===== config.mk =====
export PLATFORM = sky130hd
export DESIGN_NAME = sync_fifo_flat
export DESIGN_NICKNAME = d
export VERILOG_FILES = /design/src/rtl/sync_fifo_if.sv /design/src/rtl/sync_fifo.sv /design/src/flat_wrapper.sv
export SDC_FILE = /design/constraint.sdc
export NUM_CORES = 1
export LEC_CHECK = 0
export BUFFER_PORTS_ARGS = -buffer_cell sky130_fd_sc_hd__clkbuf_2
export CAP_MARGIN = 20
export CELL_PAD_IN_SITES_DETAIL_PLACEMENT = 1
export CELL_PAD_IN_SITES_GLOBAL_PLACEMENT = 2
export CORE_MARGIN = 1
export CORE_UTILIZATION = 47
export DETAILED_ROUTE_END_ITERATION = 10
export PLACE_DENSITY = 0.88
export SETUP_SLACK_MARGIN = 0.05
export SLEW_MARGIN = 5
export SYNTH_ARGS = -nofsm -noshare
export SYNTH_HDL_FRONTEND = slang
export SYNTH_SLANG_ARGS = --single-unit

===== constraint.sdc =====
create_clock -name clk -period 4 [get_ports clk]
set_clock_uncertainty 0.15 [all_clocks]
set_input_delay 0.4 -clock clk [delete_from_list [all_inputs] [get_ports clk]]
set_output_delay 0.4 -clock clk [all_outputs]
set_load 0.05 [all_outputs]

===== src/rtl/sync_fifo_if.sv =====
// Handshake/data bundle between a sync_fifo and its producer/consumer.
// The master drives requests and write data; the slave (the FIFO) drives status and read data.
interface sync_fifo_if #(
  parameter int WIDTH = 8,
  parameter int DEPTH = 32
);
  localparam int CNT_W = $clog2(DEPTH + 1);

  logic             enable;
  logic             wr_en;
  logic [WIDTH-1:0] wr_data;
  logic             rd_en;
  logic             err_clr;
  logic [WIDTH-1:0] rd_data;
  logic             full;
  logic             empty;
  logic             almost_full;
  logic             almost_empty;
  logic [CNT_W-1:0] count;
  logic             overflow;
  logic             underflow;

  modport master (
    output enable, wr_en, wr_data, rd_en, err_clr,
    input  rd_data, full, empty, almost_full, almost_empty, count, overflow, underflow
  );

  modport slave (
    input  enable, wr_en, wr_data, rd_en, err_clr,
    output rd_data, full, empty, almost_full, almost_empty, count, overflow, underflow
  );
endinterface


===== src/rtl/sync_fifo.sv =====
// Single-clock first-word-fall-through FIFO of arbitrary depth with occupancy count and threshold flags.
// Define SYNC_FIFO_ERR_FLAG_EN to build the sticky overflow/underflow flags; otherwise they read 0.
module sync_fifo #(
  parameter int WIDTH      = 8,
  parameter int DEPTH      = 32,
  parameter int AFULL_LVL  = DEPTH - 1,
  parameter int AEMPTY_LVL = 1,
  localparam int CNT_W     = $clog2(DEPTH + 1)
) (
  input logic       clk,
  input logic       rst_n,
  sync_fifo_if.slave bus
);

  localparam int PTR_W = $clog2(DEPTH);

  logic [WIDTH-1:0] r_mem [DEPTH];
  logic [PTR_W-1:0] r_wrPtr;
  logic [PTR_W-1:0] r_rdPtr;
  logic [CNT_W-1:0] r_count;

  logic             w_empty;
  logic             w_full;
  logic             w_rdAcc;
  logic             w_wrAcc;
  logic [PTR_W-1:0] w_wrPtrNext;
  logic [PTR_W-1:0] w_rdPtrNext;

  assign w_empty = (r_count == '0);
  assign w_full  = (r_count == CNT_W'(DEPTH));

  // A full FIFO still takes a write when the head pops in the same cycle.
  assign w_rdAcc = bus.enable & bus.rd_en & ~w_empty;
  assign w_wrAcc = bus.enable & bus.wr_en & (~w_full | w_rdAcc);

  assign w_wrPtrNext = (r_wrPtr == PTR_W'(DEPTH - 1)) ? '0 : r_wrPtr + PTR_W'(1);
  assign w_rdPtrNext = (r_rdPtr == PTR_W'(DEPTH - 1)) ? '0 : r_rdPtr + PTR_W'(1);

  always_ff @(posedge clk) begin
    if (w_wrAcc) begin
      r_mem[r_wrPtr] <= bus.wr_data;
    end
  end

  always_ff @(posedge clk or negedge rst_n) begin
    if (!rst_n) begin
      r_wrPtr <= '0;
      r_rdPtr <= '0;
      r_count <= '0;
    end else begin
      if (w_wrAcc) begin
        r_wrPtr <= w_wrPtrNext;
      end
      if (w_rdAcc) begin
        r_rdPtr <= w_rdPtrNext;
      end
      if (w_wrAcc && !w_rdAcc) begin
        r_count <= r_count + CNT_W'(1);
      end else if (w_rdAcc && !w_wrAcc) begin
        r_count <= r_count - CNT_W'(1);
      end
    end
  end

  assign bus.count        = r_count;
  assign bus.empty        = w_empty;
  assign bus.full         = w_full;
  assign bus.almost_full  = (r_count >= CNT_W'(AFULL_LVL));
  assign bus.almost_empty = (r_count <= CNT_W'(AEMPTY_LVL));
  assign bus.rd_data      = w_empty ? '0 : r_mem[r_rdPtr];

`ifdef SYNC_FIFO_ERR_FLAG_EN
  logic r_overflow;
  logic r_underflow;
  logic w_ovSet;
  logic w_unSet;

  assign w_ovSet = bus.enable & bus.wr_en & ~w_wrAcc;
  assign w_unSet = bus.enable & bus.rd_en & w_empty;

  // A new error in the same cycle as err_clr must not be lost.
  always_ff @(posedge clk or negedge rst_n) begin
    if (!rst_n) begin
      r_overflow  <= 1'b0;
      r_underflow <= 1'b0;
    end else begin
      if (w_ovSet) begin
        r_overflow <= 1'b1;
      end else if (bus.err_clr) begin
        r_overflow <= 1'b0;
      end
      if (w_unSet) begin
        r_underflow <= 1'b1;
      end else if (bus.err_clr) begin
        r_underflow <= 1'b0;
      end
    end
  end

  assign bus.overflow  = r_overflow;
  assign bus.underflow = r_underflow;
`else
  logic w_unusedErrClr;
  assign w_unusedErrClr = bus.err_clr;
  assign bus.overflow   = 1'b0;
  assign bus.underflow  = 1'b0;
`endif

endmodule


===== src/flat_wrapper.sv =====
// flat-port wrapper written by rule: the top's interface ports become plain ports
module sync_fifo_flat 
#(
  parameter int WIDTH      = 8,
  parameter int DEPTH      = 32,
  parameter int AFULL_LVL  = DEPTH - 1,
  parameter int AEMPTY_LVL = 1,
  localparam int CNT_W     = $clog2(DEPTH + 1)
)
  (clk, rst_n, bus_enable, bus_wr_en, bus_wr_data, bus_rd_en, bus_err_clr, bus_rd_data, bus_full, bus_empty, bus_almost_full, bus_almost_empty, bus_count, bus_overflow, bus_underflow);
  sync_fifo_if #(.WIDTH(WIDTH), .DEPTH(DEPTH)) bus_i ();
  input logic clk;
  input logic rst_n;
  input wire logic [$bits(bus_i.enable)-1:0] bus_enable;
  input wire logic [$bits(bus_i.wr_en)-1:0] bus_wr_en;
  input wire logic [$bits(bus_i.wr_data)-1:0] bus_wr_data;
  input wire logic [$bits(bus_i.rd_en)-1:0] bus_rd_en;
  input wire logic [$bits(bus_i.err_clr)-1:0] bus_err_clr;
  output wire logic [$bits(bus_i.rd_data)-1:0] bus_rd_data;
  output wire logic [$bits(bus_i.full)-1:0] bus_full;
  output wire logic [$bits(bus_i.empty)-1:0] bus_empty;
  output wire logic [$bits(bus_i.almost_full)-1:0] bus_almost_full;
  output wire logic [$bits(bus_i.almost_empty)-1:0] bus_almost_empty;
  output wire logic [$bits(bus_i.count)-1:0] bus_count;
  output wire logic [$bits(bus_i.overflow)-1:0] bus_overflow;
  output wire logic [$bits(bus_i.underflow)-1:0] bus_underflow;
  assign bus_i.enable = bus_enable;
  assign bus_i.wr_en = bus_wr_en;
  assign bus_i.wr_data = bus_wr_data;
  assign bus_i.rd_en = bus_rd_en;
  assign bus_i.err_clr = bus_err_clr;
  assign bus_rd_data = bus_i.rd_data;
  assign bus_full = bus_i.full;
  assign bus_empty = bus_i.empty;
  assign bus_almost_full = bus_i.almost_full;
  assign bus_almost_empty = bus_i.almost_empty;
  assign bus_count = bus_i.count;
  assign bus_overflow = bus_i.overflow;
  assign bus_underflow = bus_i.underflow;
  sync_fifo #(.WIDTH(WIDTH), .DEPTH(DEPTH), .AFULL_LVL(AFULL_LVL), .AEMPTY_LVL(AEMPTY_LVL)) u_core (.clk(clk), .rst_n(rst_n), .bus(bus_i));
endmodule

==> Word-level counts from Yosys, hierarchy flattened <==
Memories as Yosys holds them, arrays and structs flattened.
Cells that the tools add are included.
{ "totals": {"regBits": 16, "ramBits": 256, "wordCells": 33, "memories": 1} }
{ "mem_list": {"columns": ["name", "words", "width", "read_ports", "rd_ports_with_merged_regs", "write_ports", "line_no", "text"], "rows": [
  ["u_core.r_mem", 32, 8, 1, 0, 1, "sync_fifo.sv:17", "logic [WIDTH-1:0] r_mem [DEPTH];"]
]} }
{ "op_classes": {"add_sub_neg": 4, "n_lt_le_gt_ge": 2, "n_eq_ne": 3, "muxes": 7, "bitwise_logic": 7, "n_reduce_logical": 6} }
{ "ops": {"columns": ["op", "n"], "rows": [
  ["$mux W6", 2],
  ["$add A5 B1 Y5 const B", 2],
  ["$eq A5 B5 Y1 const B", 2],
  ["$mux W5", 2],
  ["$mux W8", 1],
  ["$add A6 B1 Y6 const B", 1],
  ["$eq A6 B6 Y1 const B", 1],
  ["$ge A6 B5 Y1 const B", 1],
  ["$le A6 B1 Y1 const B", 1],
  ["$logic_not A6 Y1", 1],
  ["$sub A6 B1 Y6 const B", 1],
  ["$and A1 B1 Y1", 4],
  ["$logic_and A1 B1 Y1", 2],
  ["$logic_not A1 Y1", 2],
  ["$mux W1", 2],
  ["$not A1 Y1", 2],
  ["$reduce_bool A2 Y1", 1],
  ["$or A1 B1 Y1", 1]
]} }

==> Depth between registers and ports, before layout <==
Gate-level depths: netlist of run 1.
{ "depth": {"ltp_word": 9, "mapped_depth": 11} }

==> Worst setup path after synthesis of run 1 <==
Ideal clock, no wire load.
{ "synth_path": {"path_type": "register to register", "start": "register u_core.r_count[1], in the netlist u_core.bus.count[1]", "end": "register u_core.r_count[5], in the netlist u_core.bus.count[5]", "setup_ns": 0.081, "arrival_ns": 3.063, "required_time_ns": 3.769, "setup_slack_ns": 0.706, "path_stages_with_launch": 11, "n_path_buf": 1, "cell_sequence": "dfrtp_1 > inv_1 > ha_1 > or4b_4 > o311ai_4 > inv_2 > ha_1 > clkbuf_1 > or4_1 > a21oi_1 > xnor2_1"} }
{ "synth_between": {"elab_chain_len": 8, "elab_cells_between_ends": 16, "classes_between": "add/sub: 2; eq/ne: 1; mux: 2; bitwise: 5; reduce/logical: 6"} }
{ "synth_lines": {"columns": ["element", "line_no", "text"], "rows": [
  ["from (decl)", "sync_fifo.sv:20", "logic [CNT_W-1:0] r_count;"],
  ["from (signal assigned)", "sync_fifo.sv:58", "r_count <= r_count + CNT_W'(1);"],
  ["from (signal assigned)", "sync_fifo.sv:60", "r_count <= r_count - CNT_W'(1);"],
  ["$logic_not A6 Y1", "sync_fifo.sv:29", "assign w_empty = (r_count == '0);"],
  ["$not A1 Y1", "sync_fifo.sv:33", "assign w_rdAcc = bus.enable & bus.rd_en & ~w_empty;"],
  ["$and A1 B1 Y1", "sync_fifo.sv:33", null],
  ["$or A1 B1 Y1 *", "sync_fifo.sv:34", "assign w_wrAcc = bus.enable & bus.wr_en & (~w_full | w_rdAcc);"],
  ["$and A1 B1 Y1 *", "sync_fifo.sv:34", null],
  ["via u_core.w_wrAcc", "sync_fifo.sv:25", "logic w_wrAcc;"],
  ["$logic_not A1 Y1", "sync_fifo.sv:59", "end else if (w_rdAcc && !w_wrAcc) begin"],
  ["$logic_and A1 B1 Y1", "sync_fifo.sv:59", null],
  ["$reduce_bool A2 Y1 (no source line)", null, null]
]} }
Mark *: on every way through the listed nets, which the timed path passes. The rest lies on a longest branch. The select of a mux whose other input is x is not followed.
A chain may end at the register's enable or synchronous reset.

==> Worst setup path in the final report of run 1 <==
{ "layout_path": {"start": "register u_core.r_count[0], in the netlist u_core.bus.count[0]", "end": "output port bus_rd_data[7]"} }
{ "layout_between": {"elab_chain_len": 2} }
{ "layout_lines": {"columns": ["element", "line_no", "text"], "rows": [
  ["$logic_not A6 Y1", "sync_fifo.sv:29", null],
  ["$mux W8", "sync_fifo.sv:70", "assign bus.rd_data = w_empty ? '0 : r_mem[r_rdPtr];"],
  ["to (decl)", "flat_wrapper.sv:19", "output wire logic [$bits(bus_i.rd_data)-1:0] bus_rd_data;"]
]} }
Every way passes these cells.

==> reports/qor.txt, run 1 <==
# port buffers -> 30
Highest metal used -> met4
DR iter-0 viols -> 527
CTS buffer count -> 27
Final Critical Period -> 3.74 ns
CP max FO -> 9
Synth top area cells -> edfxtp_1 (70%), mux2i_1 (8.4%), mux4_2 (3.7%)
Cell taking the most area after synthesis -> edfxtp_1
Pre-Repair DR Iteration Count -> 5
Final hold violations -> 0
Post-synth top area share -> 69.5%
WL final -> 25100 um
Crit path DAT -> 3.19 ns
CTS HTree Levels -> 1
Vias per cell -> 5.75
Slowest stage delay, CP -> 0.65 ns
Core Region -> 22800 um^2
Dominant combinational cell family by area after synthesis -> multiplexers
GRT overflow -> 0
Fillers -> 2153
Slew @ Worst Pin -> 0.971 ns
Slew Viols, Final -> 0
Setup TNS -> 0 ns
Final setup vio count -> 0
First-pass GRT wire length -> 38100 um
Synthesized area -> 11100 um^2
Synth Area in Compound Gates -> 4.50%
Area of the die -> 24100 um^2
Unrepaired setup endpoints after global routing -> false
Tot GR Track Use -> 21.3%
Hold slack -> 0.103 ns
Pin count of the biggest net entering global routing -> 52
Sequential area share after synthesis -> 73.2%
HP Class -> in -> reg
Power Dens Cells -> 676 nW/um^2
CP max stage cell -> a211oi_2
Yosys warns -> 0
Final ANT Viol Nets -> 0
Mux contribution to synthesized area -> 13.2%
Clock sink count -> 272
DR vias -> 5833
Clk pin slew, worst setup/hold paths -> 0.06 ns
DR WL met2 -> 12800 um
Die H -> 155 um
Max_slew headroom -> 35.0%
Layout net count -> 707
Synth Area in Adders -> 1.25%
Antenna violations before repair -> 0
Drt drc -> 0
Critical path cell sequence -> inv_1 -> ha_1 -> nor4b_1 -> buf_4 -> a211oi_2 -> nand3_1 -> nand4_1 -> clkbuf_2
Outcome -> finished, final reports clean
Worst path required time -> 3.45 ns
FFs w/ async S/R, synth -> 5.88%
Clock tree buffer depth -> 3
Netlist cell types -> 43
EDFF count, synth -> 256
Routed wl met3 -> 1580 um
I/O pins -> 34
Area grow syn2layout -> 12.3%
DR WL/cell -> 24.8 um
Peak supply drop -> 474 uV
Clock latency on the worst-skew pair -> 0.52 ns
Leakage dissipation -> 4.19 nW
Starting Density -> 48.4%
CTS tree -> built
Ant diodes -> 0
Simple-gate share of the synthesized area -> 5.74%
Setup Crit Path Kind -> reg -> out
Mapped Cells -> 645
CP Launch Type -> register
Max-cap viol count -> 0
Clock Tree Root -> clkbuf_16
Fmax -> 268 MHz
Share of post-route cells with drive strength above 1 -> 17.0%
Row count -> 55
GP Congestion -> 0.784
DIE WIDTH -> 155 um
Vias in the first global route -> 6310
Syn avg cell area -> 17.1 um^2
#FFs+latches synth -> 272
Ys flop type -> edfxtp_1
Part of the cycle the worst path needs -> 93.4%
HPWL Detailed -> 15500 um
Synth Area in XOR/XNOR -> 0.475%
CP endpoint kind -> primary output
Met1 WL -> 10200 um
[metal layers]
layer,global-route usage (%),up-vias
met5,0,-
met4,5.88,0
met3,2.92,40
met2,37.1,158
met1,28.2,3012
li1,-,2623
[through the flow]
stage	util (%)	total power, mW	area (um^2)	setup WS [ns]	instances
2_1_floorplan	-	5.21	11100	0.706	646
3_3_place_gp	50.4	5.89	11500	0.475	964
3_5_place_dp	50.4	5.97	11500	0.345	964
4_1_cts	54.2	8.40	12400	0.105	1014
5_1_grt	54.3	8.69	12400	0.115	1015
6_report	54.3	8.39	12400	0.263	1015
[cells in the final DEF (no fill, tap or decap), types with 3 or more instances in the layout]
master	count
edfxtp_1	256
mux2i_1	93
a22oi_1	46
nor2_1	41
clkbuf_2	30
clkbuf_16	27
nand3_1	25
mux4_2	18
nand2_1	18
dfrtp_1	15
mux2_2	11
ha_1	11
nand4_1	10
clkinv_1	9
buf_4	8
o21ai_0	7
clkinv_2	6
inv_1	5
a21oi_1	5
nand2_2	4
nand3b_1	4
xor2_1	4
clkbuf_1	4
and3_1	3
nor4b_1	3
nand2b_1	3
nor2b_1	3
or3_1	3
bufinv_16	3
[timing repair]
action | in CTS | in global routing
hold endpoints to repair | 16 | 0
hold buffers | 1 | 0
endpoints found under the setup margin | 8 | 8
gates resized for setup | 1 | 2
buffers inserted | 0 | 1
pin swaps | 0 | 0
[worst paths after layout]
path,start,end,slack (ns),cells past startpoint
setup / recovery,u_core.bus.count[0]$_DFFE_PN0P_,bus_rd_data[7],0.26,8
hold / removal,bus_enable,u_core.r_wrPtr[4]$_DFFE_PN0P_,0.10,4
setup reg to reg,u_core.bus.count[0]$_DFFE_PN0P_,u_core.bus.count[3]$_DFFE_PN0P_,0.70,9
hold reg to reg,u_core.bus.count[3]$_DFFE_PN0P_,u_core.bus.count[3]$_DFFE_PN0P_,0.47,1
max in group asynchronous,rst_n,u_core.r_rdPtr[0]$_DFFE_PN0P_,3.18,2
min in group asynchronous,rst_n,u_core.r_wrPtr[1]$_DFFE_PN0P_,0.19,2
[logic make-up after synthesis]
| family | Yosys count |
|---|---|
| mux | 122 |
| flops | 272 |
| compound gates | 67 |
| xor+xnor | 6 |
| other cells | 1 |
| simple gates | 126 |
| fa+ha+maj | 11 |
| buf+inv | 40 |
[state kept, by name (all words and copies together) (netlist names)]
register / count
u_core.bus.count: 6
u_core.r_wrPtr: 5
u_core.r_mem: 256
u_core.r_rdPtr: 5
[critical path: cells and delay by family (launching register included)]
kind / cells / cell delay (ns)
simple gates: 3 / 0.69
fa+ha+maj: 1 / 0.26
buf+inv: 3 / 0.57
flops: 1 / 0.50
compound gates: 1 / 0.65
[cells in the mapped netlist (all sizes together) (2+ instances only)]
| library cell | instances |
|---|---|
| clkbuf | 18 |
| a22oi | 46 |
| inv | 6 |
| buf | 16 |
| mux4 | 18 |
| or4 | 2 |
| nand4 | 10 |
| mux2i | 93 |
| dfrtp | 16 |
| nor4b | 3 |
| nand2b | 3 |
| nor2b | 3 |
| o21ai | 7 |
| mux2 | 11 |
| xor2 | 4 |
| ha | 11 |
| and3 | 3 |
| nand2 | 22 |
| or3 | 3 |
| nand3 | 25 |
| nor2 | 41 |
| nand3b | 4 |
| a21oi | 7 |
| xnor2 | 2 |
| edfxtp | 256 |
[cell type report]
class                   count  area [um^2]  area share [%]
well taps                 313          392            3.15
inverters                   6         22.5           0.181
multi-input cells         334         2800            22.6
clock buffers              31          691            5.56
flip-flops and latches    272         8090            65.2
clock inverters            18          154            1.24
repair buffers             41          260            2.10
[where the power goes]
part           switching [mW]  leakage, nW  internal, mW  total (mW)
combinational            1.65         1.28         0.819        2.47
sequential              0.241         2.49          3.24        3.48
clock                    1.02        0.417          1.42        2.44
Power figures use the tool's default switching activity.
==> run 2, diff against run 1 <==
Settings changed: ABC_AREA set to 1, CORE_UTILIZATION 47 to 41.
==> reports/qor.txt, run 2 <==
Outcome -> finished, final reports clean
Netlist cell types -> 27
Synth top area cells -> edfxtp_1 (63%), nand2_1 (9.1%), nand3_1 (8.6%)
WL final -> 29700 um
Antenna violations before repair -> 0
Pin count of the biggest net entering global routing -> 86
CTS HTree Levels -> 1
Core Region -> 28900 um^2
# port buffers -> 30
CTS buffer count -> 29
Clk pin slew, worst setup/hold paths -> 0.06 ns
Area grow syn2layout -> 11.4%
Unrepaired setup endpoints after global routing -> false
Clock sink count -> 272
DR WL/cell -> 18.6 um
Ant diodes -> 0
Yosys warns -> 0
I/O pins -> 34
Met1 WL -> 13100 um
FFs w/ async S/R, synth -> 5.88%
GRT overflow -> 0
Ys flop type -> edfxtp_1
GP Congestion -> 0.778
DR WL met2 -> 14900 um
Power Dens Cells -> 675 nW/um^2
First-pass GRT wire length -> 46500 um
Highest metal used -> met4
HP Class -> in -> async
Post-Place Cells -> 1550
Vias per cell -> 5.03
Setup TNS -> 0 ns
DR vias -> 8060
Max reg flops -> 256
Most frequent cells in the layout -> nand2_1 (295), edfxtp_1 (256), nand3_1 (208)
Slew Viols, Final -> 0
EDFF count, synth -> 256
Pre-Repair DR Iteration Count -> 5
Slew @ Worst Pin -> 0.861 ns
Crit path DAT -> 3.07 ns
Cell taking the most area after synthesis -> edfxtp_1
CTS tree -> built
Row count -> 62
Leakage dissipation -> 5.58 nW
Vias in the first global route -> 8319
Fmax -> 276 MHz
Biggest register -> u_core.r_mem
CP Launch Type -> register
CP max FO -> 57
Max-cap viol count -> 0
#FFs+latches synth -> 272
Setup Crit Path Kind -> reg -> out
Clock latency on the worst-skew pair -> 0.54 ns
Drt drc -> 0
Routed wl met3 -> 1340 um
Clock tree buffer depth -> 3
Final ANT Viol Nets -> 0
Final hold violations -> 0
Worst path required time -> 3.45 ns
Syn avg cell area -> 10.4 um^2
DR iter-0 viols -> 518
HPWL Detailed -> 17900 um
Part of the cycle the worst path needs -> 90.6%
Share of post-route cells with drive strength above 1 -> 11.0%
Starting Density -> 42.0%
Post CTS Setup Buffer Count -> 0
Max_slew headroom -> 42.4%
Clock Tree Root -> clkbuf_16
Final setup vio count -> 0
Fin cells -> 1601
Area of the die -> 30300 um^2
Tot GR Track Use -> 20.0%
Top cells by count, synth -> nand2_1 (295), edfxtp_1 (256), nand3_1 (208), inv_1 (178), nor2_1 (49)
Layout net count -> 1223
Post-synth top area share -> 63.2%
Final Cell Area -> 13500 um^2
DIE WIDTH -> 174 um
Mapped Cells -> 1167
Sequential area share after synthesis -> 66.5%
Count leader, synth -> nand2_1
Leading cell type in the layout, fill and taps excluded -> nand2_1
Final Critical Period -> 3.62 ns
Peak supply drop -> 436 uV
Post-DP Area -> 12700 um^2
CP endpoint kind -> primary output
Synthesized area -> 12200 um^2
Post-layout utilization of the core -> 46.8%
Die H -> 174 um
==> run 2: changes by cell type in the layout (fill, tap and decap cells not counted), sizes merged, moves of 9 or more <==
cell / change
a22oi: -46
buf: +15
clkbuf: +9
inv: +174
mux2: -11
mux2i: -93
mux4: -18
nand2: +275
nand3: +183
nand4: -9
o21ai: +15
or2: +39
==> run 2: per-stage QoR <==
step           hold WS (ns)  total power [mW]  worst slack, ns
2_1_floorplan       -0.0456              5.81            0.772
5_1_grt               0.215              9.59            0.158
3_3_place_gp          0.223              6.66            0.872
6_report              0.187              9.14            0.375
4_1_cts               0.169              9.22            0.321
3_5_place_dp          0.226              6.73            0.776
==> run 2: worst paths after layout <==
path	from	depth (start not counted)	slack, ns	to
worst max-delay path	u_core.r_rdPtr[0]$_DFFE_PN0P_	11	0.38	bus_rd_data[0]
worst min-delay path	rst_n	2	0.19	u_core.bus.count[0]$_DFFE_PN0P_
worst max register to register	u_core.bus.count[0]$_DFFE_PN0P_	9	0.74	u_core.r_mem[12][7]$_DFFE_PP_
worst min register to register	u_core.bus.count[5]$_DFFE_PN0P_	2	0.41	u_core.bus.count[5]$_DFFE_PN0P_
max in group asynchronous	rst_n	2	3.14	u_core.r_rdPtr[0]$_DFFE_PN0P_
min in group clk	bus_enable	4	0.19	u_core.r_rdPtr[4]$_DFFE_PN0P_
==> run 2: kinds of logic (layout without fill, tap and decap cells) <==
logic type | after synthesis | after routing | synth area share (%)
simple gates | 602 | 602 | 21.7
compound gates | 36 | 36 | 1.66
buf+inv | 237 | 286 | 8.37
fa+ha+maj | 11 | 11 | 1.13
flops | 272 | 272 | 66.5
other cells | 1 | 2 | 0.0308
xor+xnor | 8 | 8 | 0.576
==> run 2: metal layers <==
metal	up-vias	GRT usage (%)
met5	-	0
met4	0	4.02
met3	34	2.60
met2	167	35.6
met1	3976	26.1
li1	3883	-
==> run 2: what timing repair did <==
action | in CTS | in global routing
hold buffers | 1 | 0
hold endpoints to repair | 16 | 0
resized for setup | 0 | 0
==> run 2: cell type report <==
class / count / area (um^2)
inverter: 180 / 676
timing repair buffer: 56 / 373
clock buffer: 40 / 797
multi-input combinational: 659 / 3060
sequential: 272 / 8090
fill: 3179 / 15400
clock inverter: 10 / 70.1
tap: 384 / 480
==> run 2: where the power goes <==
group          internal (mW)  switching, mW  leakage (nW)  total (mW)
clock                   1.44           1.05         0.428        2.49
sequential              3.26          0.226          2.50        3.48
combinational          0.867           2.30          2.65        3.17
total                   5.56           3.58          5.58        9.14
==> run 2: worst max-delay path, cell delays in order, from the launching register on <==
cell and delay [ns]:
dfrtp_4 0.72, inv_2 0.14, buf_4 0.42, nand2_1 0.10, nand2_1 0.08, nand2_1 0.05, nand3_1 0.11, nand3_1 0.14
nand3_1 0.12, nand2_1 0.06, nor2_1 0.21, clkbuf_2 0.33
